## src/rtl/wb_pkg.sv

```systemverilog
// Shared types and default widths for the single-transfer Wishbone master.
package wb_pkg;

  localparam int WB_ADDR_WIDTH     = 16;
  localparam int WB_DATA_WIDTH     = 32;
  localparam int WB_GRANULE        = 8;
  localparam int WB_TIMEOUT_CYCLES = 255;

  typedef enum logic [2:0] {
    IDLE,
    BUS,
    GAP,
    DRAIN,
    RESP
  } wbm_state_t;

endpackage

```

## src/rtl/wb_watchdog.sv

```systemverilog
// Bus-cycle watchdog: counts enabled cycles, flags the last allowed one.
module wb_watchdog
  import wb_pkg::*;
#(
  parameter int TIMEOUT_CYCLES = WB_TIMEOUT_CYCLES
) (
  input  logic clk_i,
  input  logic rst_i,
  input  logic clear,
  input  logic enable,
  output logic expired
);

  localparam int W = $clog2(TIMEOUT_CYCLES + 1);

  logic [W-1:0] cnt;

  always_ff @(posedge clk_i) begin
    if (rst_i || clear) begin
      cnt <= '0;
    end else if (enable && !expired) begin
      cnt <= cnt + W'(1);
    end
  end

  // high during the TIMEOUT_CYCLES-th enabled cycle
  assign expired = (cnt == W'(TIMEOUT_CYCLES - 1));

endmodule

```

## src/rtl/wb_master_single.sv

```systemverilog
// Single-transfer Wishbone B4 master with read-modify-write support.
// Optional bus watchdog enabled by defining WB_MASTER_TIMEOUT_EN.
module wb_master_single
  import wb_pkg::*;
#(
  parameter  int ADDR_WIDTH     = WB_ADDR_WIDTH,
  parameter  int DATA_WIDTH     = WB_DATA_WIDTH,
  parameter  int GRANULE        = WB_GRANULE,
  parameter  int TIMEOUT_CYCLES = WB_TIMEOUT_CYCLES,
  localparam int SEL_WIDTH      = DATA_WIDTH / GRANULE
) (
  input  logic                  clk_i,
  input  logic                  rst_i,
  input  logic                  cmd_valid_i,
  output logic                  cmd_ready_o,
  input  logic                  cmd_we_i,
  input  logic                  cmd_rmw_i,
  input  logic [ADDR_WIDTH-1:0] cmd_adr_i,
  input  logic [DATA_WIDTH-1:0] cmd_dat_i,
  input  logic [SEL_WIDTH-1:0]  cmd_sel_i,
  output logic                  rsp_valid_o,
  output logic [DATA_WIDTH-1:0] rsp_dat_o,
  output logic                  rsp_err_o,
  output logic                  rsp_timeout_o,
  output logic [ADDR_WIDTH-1:0] adr_o,
  output logic [DATA_WIDTH-1:0] dat_o,
  input  logic [DATA_WIDTH-1:0] dat_i,
  output logic [SEL_WIDTH-1:0]  sel_o,
  output logic                  we_o,
  output logic                  stb_o,
  output logic                  cyc_o,
  input  logic                  ack_i,
  input  logic                  err_i
);

  wbm_state_t            state;
  logic                  rmw_q;
  logic                  timeout_hit;
  logic [DATA_WIDTH-1:0] merged;

  // dat_o still holds the command data during the RMW read phase
  always_comb begin
    merged = dat_o;
    for (int i = 0; i < SEL_WIDTH; i++) begin
      if (!sel_o[i]) begin
        merged[i*GRANULE +: GRANULE] = dat_i[i*GRANULE +: GRANULE];
      end
    end
  end

`ifdef WB_MASTER_TIMEOUT_EN
  logic wd_en;
  logic wd_clear;

  assign wd_en    = (state == BUS);
  assign wd_clear = !wd_en;

  wb_watchdog #(
    .TIMEOUT_CYCLES(TIMEOUT_CYCLES)
  ) u_wd (
    .clk_i  (clk_i),
    .rst_i  (rst_i),
    .clear  (wd_clear),
    .enable (wd_en),
    .expired(timeout_hit)
  );
`else
  assign timeout_hit = 1'b0;
`endif

  always_ff @(posedge clk_i) begin
    if (rst_i) begin
      state         <= IDLE;
      rmw_q         <= 1'b0;
      cmd_ready_o   <= 1'b1;
      cyc_o         <= 1'b0;
      stb_o         <= 1'b0;
      we_o          <= 1'b0;
      adr_o         <= '0;
      dat_o         <= '0;
      sel_o         <= '0;
      rsp_valid_o   <= 1'b0;
      rsp_dat_o     <= '0;
      rsp_err_o     <= 1'b0;
      rsp_timeout_o <= 1'b0;
    end else begin
      rsp_valid_o <= 1'b0;
      unique case (state)
        IDLE: begin
          if (cmd_valid_i) begin
            cmd_ready_o   <= 1'b0;
            adr_o         <= cmd_adr_i;
            dat_o         <= cmd_dat_i;
            sel_o         <= cmd_sel_i;
            we_o          <= cmd_we_i & ~cmd_rmw_i;
            rmw_q         <= cmd_rmw_i;
            cyc_o         <= 1'b1;
            stb_o         <= 1'b1;
            rsp_err_o     <= 1'b0;
            rsp_timeout_o <= 1'b0;
            state         <= BUS;
          end
        end
        BUS: begin
          if (err_i) begin
            cyc_o     <= 1'b0;
            stb_o     <= 1'b0;
            rsp_err_o <= 1'b1;
            state     <= DRAIN;
          end else if (ack_i) begin
            if (rmw_q) begin
              rsp_dat_o <= dat_i;
              dat_o     <= merged;
              stb_o     <= 1'b0;
              state     <= GAP;
            end else begin
              if (!we_o) begin
                rsp_dat_o <= dat_i;
              end
              cyc_o <= 1'b0;
              stb_o <= 1'b0;
              state <= DRAIN;
            end
          end else if (timeout_hit) begin
            cyc_o         <= 1'b0;
            stb_o         <= 1'b0;
            rsp_err_o     <= 1'b1;
            rsp_timeout_o <= 1'b1;
            state         <= DRAIN;
          end
        end
        GAP: begin
          if (!ack_i && !err_i) begin
            we_o  <= 1'b1;
            stb_o <= 1'b1;
            rmw_q <= 1'b0;
            state <= BUS;
          end
        end
        DRAIN: begin
          if (!ack_i && !err_i) begin
            rsp_valid_o <= 1'b1;
            state       <= RESP;
          end
        end
        RESP: begin
          cmd_ready_o <= 1'b1;
          state       <= IDLE;
        end
        default: state <= IDLE;
      endcase
    end
  end

endmodule

```

## config.mk

```make
export PLATFORM = sky130hd
export DESIGN_NAME = wb_master_single
export DESIGN_NICKNAME = d
export VERILOG_FILES = /design/src/rtl/wb_pkg.sv /design/src/rtl/wb_watchdog.sv /design/src/rtl/wb_master_single.sv
export SDC_FILE = /design/constraint.sdc
export NUM_CORES = 1
export LEC_CHECK = 0
export CAP_MARGIN = 20
export CORE_AREA = 3 3 97 99
export CTS_CLUSTER_SIZE = 8
export DETAILED_ROUTE_END_ITERATION = 6
export DIE_AREA = 0 0 100 102
export GPL_TIMING_DRIVEN = 0
export MAX_ROUTING_LAYER = met4
export PLACE_DENSITY = 0.95
export SLEW_MARGIN = 20
export SYNTH_ARGS = -nofsm -noshare
export SYNTH_HDL_FRONTEND = slang
export SYNTH_SLANG_ARGS = --single-unit
```

## constraint.sdc

```tcl
create_clock -name clk_i -period 3.37 [get_ports clk_i]
set_input_delay 1.011 -clock clk_i [delete_from_list [all_inputs] [get_ports clk_i]]
set_output_delay 1.011 -clock clk_i [all_outputs]
set_load 0.01 [all_outputs]
```

; ---- Word-level counts from Yosys, hierarchy flattened
; Cells that the tools add are included.
[word_totals]
regBits = 94
input_bits = 91
output_inout_bits = 91
word_cells = 95
[classes]
n_eq_ne = 18
muxes = 37
bitwise_logic = 4
reduce_logical = 21
[ops]
columns = operator, n
row1 = 32-bit two-way mux, 6
row2 = 32-bit case mux with 2 select lines, 1
row3 = 8-bit two-way mux, 4
row4 = 6-bit AND reduction, 4
row5 = "2-bit inequality test, second input constant", 11
row6 = 4-bit AND reduction, 4
row7 = 3-bit two-way mux, 5
row8 = 1-bit two-way mux, 14
row9 = 3-bit case mux with 4 select lines, 1
row10 = 1-bit case mux with 2 select lines, 5
row11 = "3-bit by 2-bit equality test with 1-bit output, second input constant", 2
row12 = "3-bit inequality test, second input constant", 2
row13 = 3-bit AND reduction, 2
row14 = 2-bit nonzero test, 3
row15 = 2-bit AND reduction, 2
row16 = "3-bit by 1-bit equality test with 1-bit output, second input constant", 1
row17 = "3-bit equality test, second input constant", 1
row18 = 3-bit logical NOT, 1
row19 = 1-bit NOT, 3
row20 = 1-bit case mux with 3 select lines, 1
row21 = 3-bit nonzero test, 1
row22 = 1-bit logical NOT, 2
row23 = "2-bit by 1-bit inequality test with 1-bit output, second input constant", 1
row24 = 2-bit OR reduction, 1
row25 = 2 further kinds, 2

; ---- Logic depth before layout (Yosys ltp)
; Gate-level depths: netlist (run 1).
[depth]
word_depth = 5
ltp_mapped = 7
ltp_nobuf = 4

; ---- Worst setup path before layout (run 1)
; OpenSTA, ideal clock, no wires.
[synth_path]
path_kind = in2reg
from = input err_i
to = register dat_o[13]
setup_time_ps = 88
arrival_ps = 2158
t_required_ps = 3282
setup_slack_ps = 1124
path_stages = 5
n_path_buf = 1
cell_sequence = nand3b_1 o31ai_4 buf_6 nor2_1 a311oi_2
[synth_between]
elab_chain_len = 2
[synth_lines]
columns = element, line
row1 = "start, declared", wb_master_single.sv:33  ; input logic err_i
row2 = 2-bit inequality test (no line), n/a
row3 = 6-bit AND reduction (no line), n/a
row4 = "end signal, assigned", wb_master_single.sv:93  ; dat_o <= cmd_dat_i;
row5 = "end signal, assigned", wb_master_single.sv:113  ; dat_o <= merged;
row6 = "end, declared", wb_master_single.sv:26  ; output logic [DATA_WIDTH-1:0] dat_o,
; No other way between the ends.
; A chain may end at the register's enable or synchronous reset.

; ---- Worst setup path in the final report (run 1)
[layout_path]
from = input ack_i
to = register dat_o[13]
[layout_between]
elab_chain_len = 2
[layout_lines]
columns = element, line
row1 = "start, declared", wb_master_single.sv:32  ; input logic ack_i,
row2 = 2-bit inequality test (no line), n/a
row3 = 6-bit AND reduction (no line), n/a
; No other way between the ends.

==> results of run 1 <==
[per-stage QoR]
step                cells  cell area (um^2)  setup slack, ns
floorplan             464              3790             1.12
global placement      751              5710            0.324
detailed placement    751              5710            0.182
CTS                   766              5930            0.556
global route          766              5930            0.447
finish                766              5930            0.555
[where the power goes]
group / switching [mW] / internal, mW
Combinational: 0.294 / 0.317
Sequential: 0.0456 / 1.19
Clock: 0.397 / 0.436
Total: 0.737 / 1.94
[cells in the final DEF, fill, tap and decap left out, drive strengths merged]
cell | synthesis | final
clkdlybuf4s50 | 0 | 179
nand2 | 170 | 170
dfxtp | 94 | 94
a21oi | 58 | 58
nor2 | 38 | 38
clkbuf | 25 | 35
a311oi | 32 | 32
buf | 12 | 12
nand2b | 5 | 5
o31ai | 5 | 5
nor4 | 3 | 3
inv | 2 | 2
nand3b | 2 | 2
o21ai | 2 | 2
bufinv | 0 | 2
clkinvlp | 0 | 2
nor3b | 1 | 1
and4b | 1 | 1
nand4b | 1 | 1
and3 | 1 | 1
or4b | 1 | 1
mux2i | 1 | 1
a2111oi | 1 | 1
or3b | 1 | 1
or3 | 1 | 1
a221oi | 1 | 1
nor3 | 1 | 1
nor2b | 1 | 1
a2bb2oi | 1 | 1
a22oi | 1 | 1
a221o | 1 | 1
conb | 1 | 1
clkinv | 0 | 1
[worst max-delay path: stages]
cell and delay, ns:
clkdlybuf4s50_1 0.61, nand3b_1 0.37, o31ai_4 0.52, buf_6 0.22, nor2_1 0.06, a311oi_2 0.28
[worst paths after layout]
path,depth (start not counted),end,start
worst min register to register,2,rsp_dat_o[17],rsp_dat_o[17]
worst min-delay path,2,rsp_dat_o[17],rsp_dat_o[17]
worst max-delay path,6,dat_o[13],ack_i
worst max register to register,7,dat_o[13],state[0]
[cell type report]
type                    instances  share of cell area (%)
repair buffers                179                    30.2
plain buffers                  37                    3.31
clock buffers                  10                    2.32
well taps                     108                    2.28
inverters                       2                   0.127
clock inverters                 5                    1.41
multi-input cells             331                    28.7
flip-flops and latches         94                    31.7
[cell usage after synthesis, types with 2 or more instances]
master    number  area, um^2
o21ai_0        2        10.0
o31ai_4        4        85.1
nand3b_1       2        15.0
nand2_1      170         638
a21oi_1       58         290
buf_6          6        67.6
clkbuf_1      25        93.8
inv_1          2        7.51
nand2b_1       5        31.3
buf_4          2        15.0
dfxtp_1       94        1880
nor4_1         3        18.8
buf_2          4        20.0
a311oi_1      24         210
nor2_1        38         143
a311oi_2       8         120
[sequential cells by signal, indices dropped and copies added (netlist names)]
name and flops:
stb_o 1, dat_o 32, rsp_valid_o 1, we_o 1, sel_o 4, rsp_err_o 1, rmw_q 1, cyc_o 1
adr_o 16, state 3, rsp_dat_o 32, cmd_ready_o 1
[logic make-up (layout without fill, tap and decap cells)]
| logic type | Yosys count | in the layout | synth area share (%) |
|---|---|---|---|
| simple gates | 227 | 227 | 24.3 |
| compound gates | 102 | 102 | 20.3 |
| flops | 94 | 94 | 49.7 |
| buf+inv | 39 | 233 | 5.39 |
| other cells | 1 | 1 | 0.0990 |
| mux | 1 | 1 | 0.264 |
[routing by layer]
| metal | vias to the layer above | wire, um |
|---|---|---|
| met3 | 27 | 943 |
| met2 | 201 | 6350 |
| li1 | 1949 | - |
| met4 | 0 | 301 |
| met5 | - | 0 |
| met1 | 1925 | 5120 |
==> impl_metrics.env, run 1 <==
export IMPL_status="completed"
export IMPL_synth_distinct_cells=33
export IMPL_relSlewSlack_pct=60.0
export IMPL_vias_per_cell=5.36
export IMPL_io_buffers=179
export IMPL_hold_violations=0
export IMPL_p_per_area_nw_per_um2=451
export IMPL_area_sequential_um2=1880
export IMPL_crit_fanout=10
export IMPL_cp_start_kind="primary input"
export IMPL_hold_ws_ns=0.460
export IMPL_finClkSkew_ns=0.0129
export IMPL_leakage_nw=2.12
export IMPL_synthesis_nets=555
export IMPL_ys_seq_area_share_pct=49.7
export IMPL_period_minus_slack_ns=2.82
export IMPL_fin_tns_setup_ns=0
export IMPL_r2r_slack_ns=1.26
export IMPL_die_x_um=100
export IMPL_ant_nets=0
export IMPL_crit_type="primary input to register"
export IMPL_detailed_place_hpwl_mm=9.77
export IMPL_setup_viol=0
export IMPL_numCtsBuffers=9
export IMPL_critPathRequiredTime_ns=3.63
export IMPL_root_buffer="clkbuf_8"
export IMPL_post_route_util_pct=68.7
export IMPL_holdCritPathClass="register to register"
export IMPL_busiest_layer="met2"
export IMPL_rows=34
export IMPL_postSynthCellCount=464
export IMPL_power_mw=2.68
export IMPL_gp_congestion=0.916
export IMPL_synth_edff_count=0
export IMPL_nets=745
export IMPL_vdd_drop_max_mv=0.262
export IMPL_wl_per_cell_um=16.6
export IMPL_area_growth_pct=56.7
export IMPL_grt_pass1_vias=4163
export IMPL_clk_path_buf_depth=2
export IMPL_drv_cap=0
export IMPL_fillers=674
export IMPL_syn_area_um2=3790
export IMPL_max_freq_ghz=0.355
export IMPL_die_area_um2=10200
export IMPL_ys_warn_count=0
export IMPL_cts_resized=0
export IMPL_drc=0
export IMPL_synth_area_per_cell_um2=8.16
export IMPL_ys_seq_elements=94
export IMPL_synthArstFlopShare_pct=0
export IMPL_numClockSinks=94
export IMPL_holdBufCountCts=0
export IMPL_drtPass1Iterations=5
export IMPL_cts_tree="built"
export IMPL_die_y_um=102
export IMPL_met1_usage_pct=29.7
export IMPL_antenna_found_initial=0
export IMPL_met2_usage_pct=42.6
export IMPL_tightest_slew_ns=0.600
export IMPL_core_area_um2=8640
export IMPL_drtIter0Drc=188
export IMPL_rsz0062_at_grt="no"
export IMPL_worst_skew_pair_late_latency_ns=0.36
export IMPL_num_vias=4102
export IMPL_grt_usage_pct=25.2
export IMPL_antenna_cells=0
export IMPL_initial_core_util_pct=43.8
export IMPL_ioPinCount=182
export IMPL_gr_usage_met3_pct=4.51
export IMPL_critPathArrivalTime_ns=3.08
export IMPL_grt_max_degree=16
export IMPL_fin_crit_sh_pct=83.5
export IMPL_clk_pin_slew_ns=0.10
export IMPL_drive_gt1_share_pct=6.08
export IMPL_wl_mm=12.7
export IMPL_ys_flop_type="dfxtp_1"
export IMPL_multi_input_comb_area_um2=1700
export IMPL_htreeDepth=3
export IMPL_endpoint_kind="register"
export IMPL_grt_overflow=0
export IMPL_grt_pass1_wl_mm=19.8
export IMPL_cts_setup_buffers=0
export IMPL_maxSlewViolCount=0
Note: power is estimated with default switching activity, not from simulation.
==> inputs of run 2 (changes only) <==
--- a/config.mk
+++ b/config.mk
@@ -6,13 +6,13 @@
 export NUM_CORES = 1
 export LEC_CHECK = 0
 export CAP_MARGIN = 20
-export CORE_AREA = 3 3 97 99
+export CORE_AREA = 3 3 106 108
 export CTS_CLUSTER_SIZE = 8
 export DETAILED_ROUTE_END_ITERATION = 6
-export DIE_AREA = 0 0 100 102
+export DIE_AREA = 0 0 109 111
 export GPL_TIMING_DRIVEN = 0
 export MAX_ROUTING_LAYER = met4
-export PLACE_DENSITY = 0.95
+export PLACE_DENSITY = 0.86
 export SLEW_MARGIN = 20
 export SYNTH_ARGS = -nofsm -noshare
 export SYNTH_HDL_FRONTEND = slang
==> constraint.sdc (replaced) <==
create_clock -name clk_i -period 2.5 [get_ports clk_i]
set_input_delay 0.75 -clock clk_i [delete_from_list [all_inputs] [get_ports clk_i]]
set_output_delay 0.75 -clock clk_i [all_outputs]
set_load 0.01 [all_outputs]
==> run 2 against run 1 <==
Clock skew is 0.0021 ns lower. Clock power is 27% higher. Count of clock-buffer cells in the layout is 2 higher. Cell count is 4.6% higher. Sequential share of layout area is 0.37 points lower. Flip-flop and latch count stayed put. Die area is 19% higher. Register-to-register slack worse by 0.91 ns. First-iteration DRC count is 2.1% higher. Wire length is 1.7% higher. Utilization is 11 points lower.
==> impl_metrics.env, run 2 (same netlist as run 1, synthesis figures left out) <==
export IMPL_antenna_found_initial=0
export IMPL_status="completed"
export IMPL_drtIter0Drc=192
export IMPL_wl_mm=12.9
export IMPL_rows=37
export IMPL_initial_core_util_pct=36.7
export IMPL_drtPass1Iterations=4
export IMPL_endpoint_kind="register"
export IMPL_final_cells=801
export IMPL_critPathRequiredTime_ns=2.75
export IMPL_die_area_um2=12100
export IMPL_grt_pass1_wl_mm=20.2
export IMPL_die_y_um=111
export IMPL_grt_overflow=0
export IMPL_cp_start_kind="primary input"
export IMPL_area_growth_pct=58.6
export IMPL_ant_nets=0
export IMPL_clk_path_buf_depth=2
export IMPL_core_area_um2=10300
export IMPL_grt_pass1_vias=4047
export IMPL_top_regs="dat_o: 32 flops, rsp_dat_o: 32 flops, adr_o: 16 flops"
export IMPL_setup_viol=0
export IMPL_dp_cells=779
export IMPL_leakage_nw=2.15
export IMPL_grt_usage_pct=21.6
export IMPL_fin_crit_sh_pct=96.8
export IMPL_root_buffer="clkbuf_8"
export IMPL_tightest_slew_ns=0.586
export IMPL_critPathArrivalTime_ns=2.67
export IMPL_hold_violations=0
export IMPL_numCtsBuffers=9
export IMPL_nets=751
export IMPL_numClockSinks=94
export IMPL_crit_fanout=7
export IMPL_gp_congestion=0.823
export IMPL_wl_per_cell_um=16.1
export IMPL_worst_skew_pair_late_latency_ns=0.36
export IMPL_maxSlewViolCount=0
export IMPL_io_buffers=179
export IMPL_period_minus_slack_ns=2.42
export IMPL_cts_tree="built"
export IMPL_antenna_cells=0
export IMPL_max_freq_ghz=0.413
export IMPL_ioPinCount=182
export IMPL_num_vias=4055
export IMPL_drive_gt1_share_pct=6.92
export IMPL_vdd_drop_max_mv=0.361
export IMPL_clk_pin_slew_ns=0.09
export IMPL_grt_max_degree=16
export IMPL_relSlewSlack_pct=61.0
export IMPL_final_common_cell="clkdlybuf4s50_1"
export IMPL_drv_cap=0
export IMPL_vias_per_cell=5.06
export IMPL_holdBufCountCts=0
export IMPL_finClkSkew_ns=0.0108
export IMPL_holdCritPathClass="register to register"
export IMPL_crit_type="primary input to register"
export IMPL_fin_tns_setup_ns=0
export IMPL_final_cell_mix="clkdlybuf4s50_1, nand2_1, dfxtp_1, a21oi_1, nor2_1"
export IMPL_detailed_place_hpwl_mm=9.98
export IMPL_drc=0
export IMPL_die_x_um=109
export IMPL_htreeDepth=3
export IMPL_p_per_area_nw_per_um2=592
==> run 2: cell types whose count changed in the layout (fill, tap and decap cells not counted), sizes merged <==
| cell | delta |
|---|---|
| dlymetal6s2s | +1 |
| clkbuf | +2 |
| bufinv | -1 |
| clkdlybuf4s50 | -1 |
| buf | +6 |
| inv | +1 |
| clkinv | -1 |
==> run 2: worst paths after layout <==
path | depth (start not counted) | endpoint | startpoint | slack (ns)
max | 6 | dat_o[29] | ack_i | 0.08
min | 2 | rsp_dat_o[29] | rsp_dat_o[29] | 0.46
max reg2reg | 7 | rsp_dat_o[22] | state[2] | 0.35
min reg2reg | 2 | rsp_dat_o[29] | rsp_dat_o[29] | 0.46
==> run 2: area by class of cell <==
class	count	area [um^2]
fill	914	4320
tap	136	170
inverter	2	7.51
timing repair buffer	185	1840
clock inverter	4	53.8
buffer	37	196
multi-input combinational	331	1700
clock buffer	12	155
sequential	94	1880
==> run 2: power breakdown <==
group          leakage [nW]  switching (mW)  internal, mW  total [mW]
combinational          1.28           0.398         0.439       0.838
sequential            0.770          0.0597          1.60        1.66
clock                0.0992           0.534         0.521        1.06
==> run 2: what timing repair did <==
item                                    in CTS  in global routing
gates resized for setup                      0                  1
setup buffers                                0                  6
endpoints found under the setup margin       0                 10
==> run 2: through the flow <==
stage	hold slack, ns	worst slack [ns]	power, mW	area, um^2	util (%)
finish	0.459	0.0792	3.55	6000	58.2
global route	0.476	-0.000473	3.72	6000	58.2
CTS	0.460	0.0193	3.57	5960	57.7
detailed placement	0.447	-0.355	2.52	5750	55.7
global placement	0.441	-0.288	2.49	5750	55.7
floorplan	0.481	0.515	2.06	3790	-
==> run 2: routing by layer <==
metal | vias to the layer above | track usage, % | share of wire (%)
li1 | 1967 | - | -
met1 | 1874 | 24.5 | 39
met2 | 184 | 36.0 | 50
met3 | 30 | 6.35 | 8.8
met4 | 0 | 7.41 | 2.7
met5 | - | - | 0
==> run 2: worst max-delay path: stages <==
cell,delay (ns)
clkdlybuf4s50_1,0.64
nand3b_1,0.36
o31ai_4,0.35
buf_4,0.20
nor2_1,0.05
a311oi_1,0.32
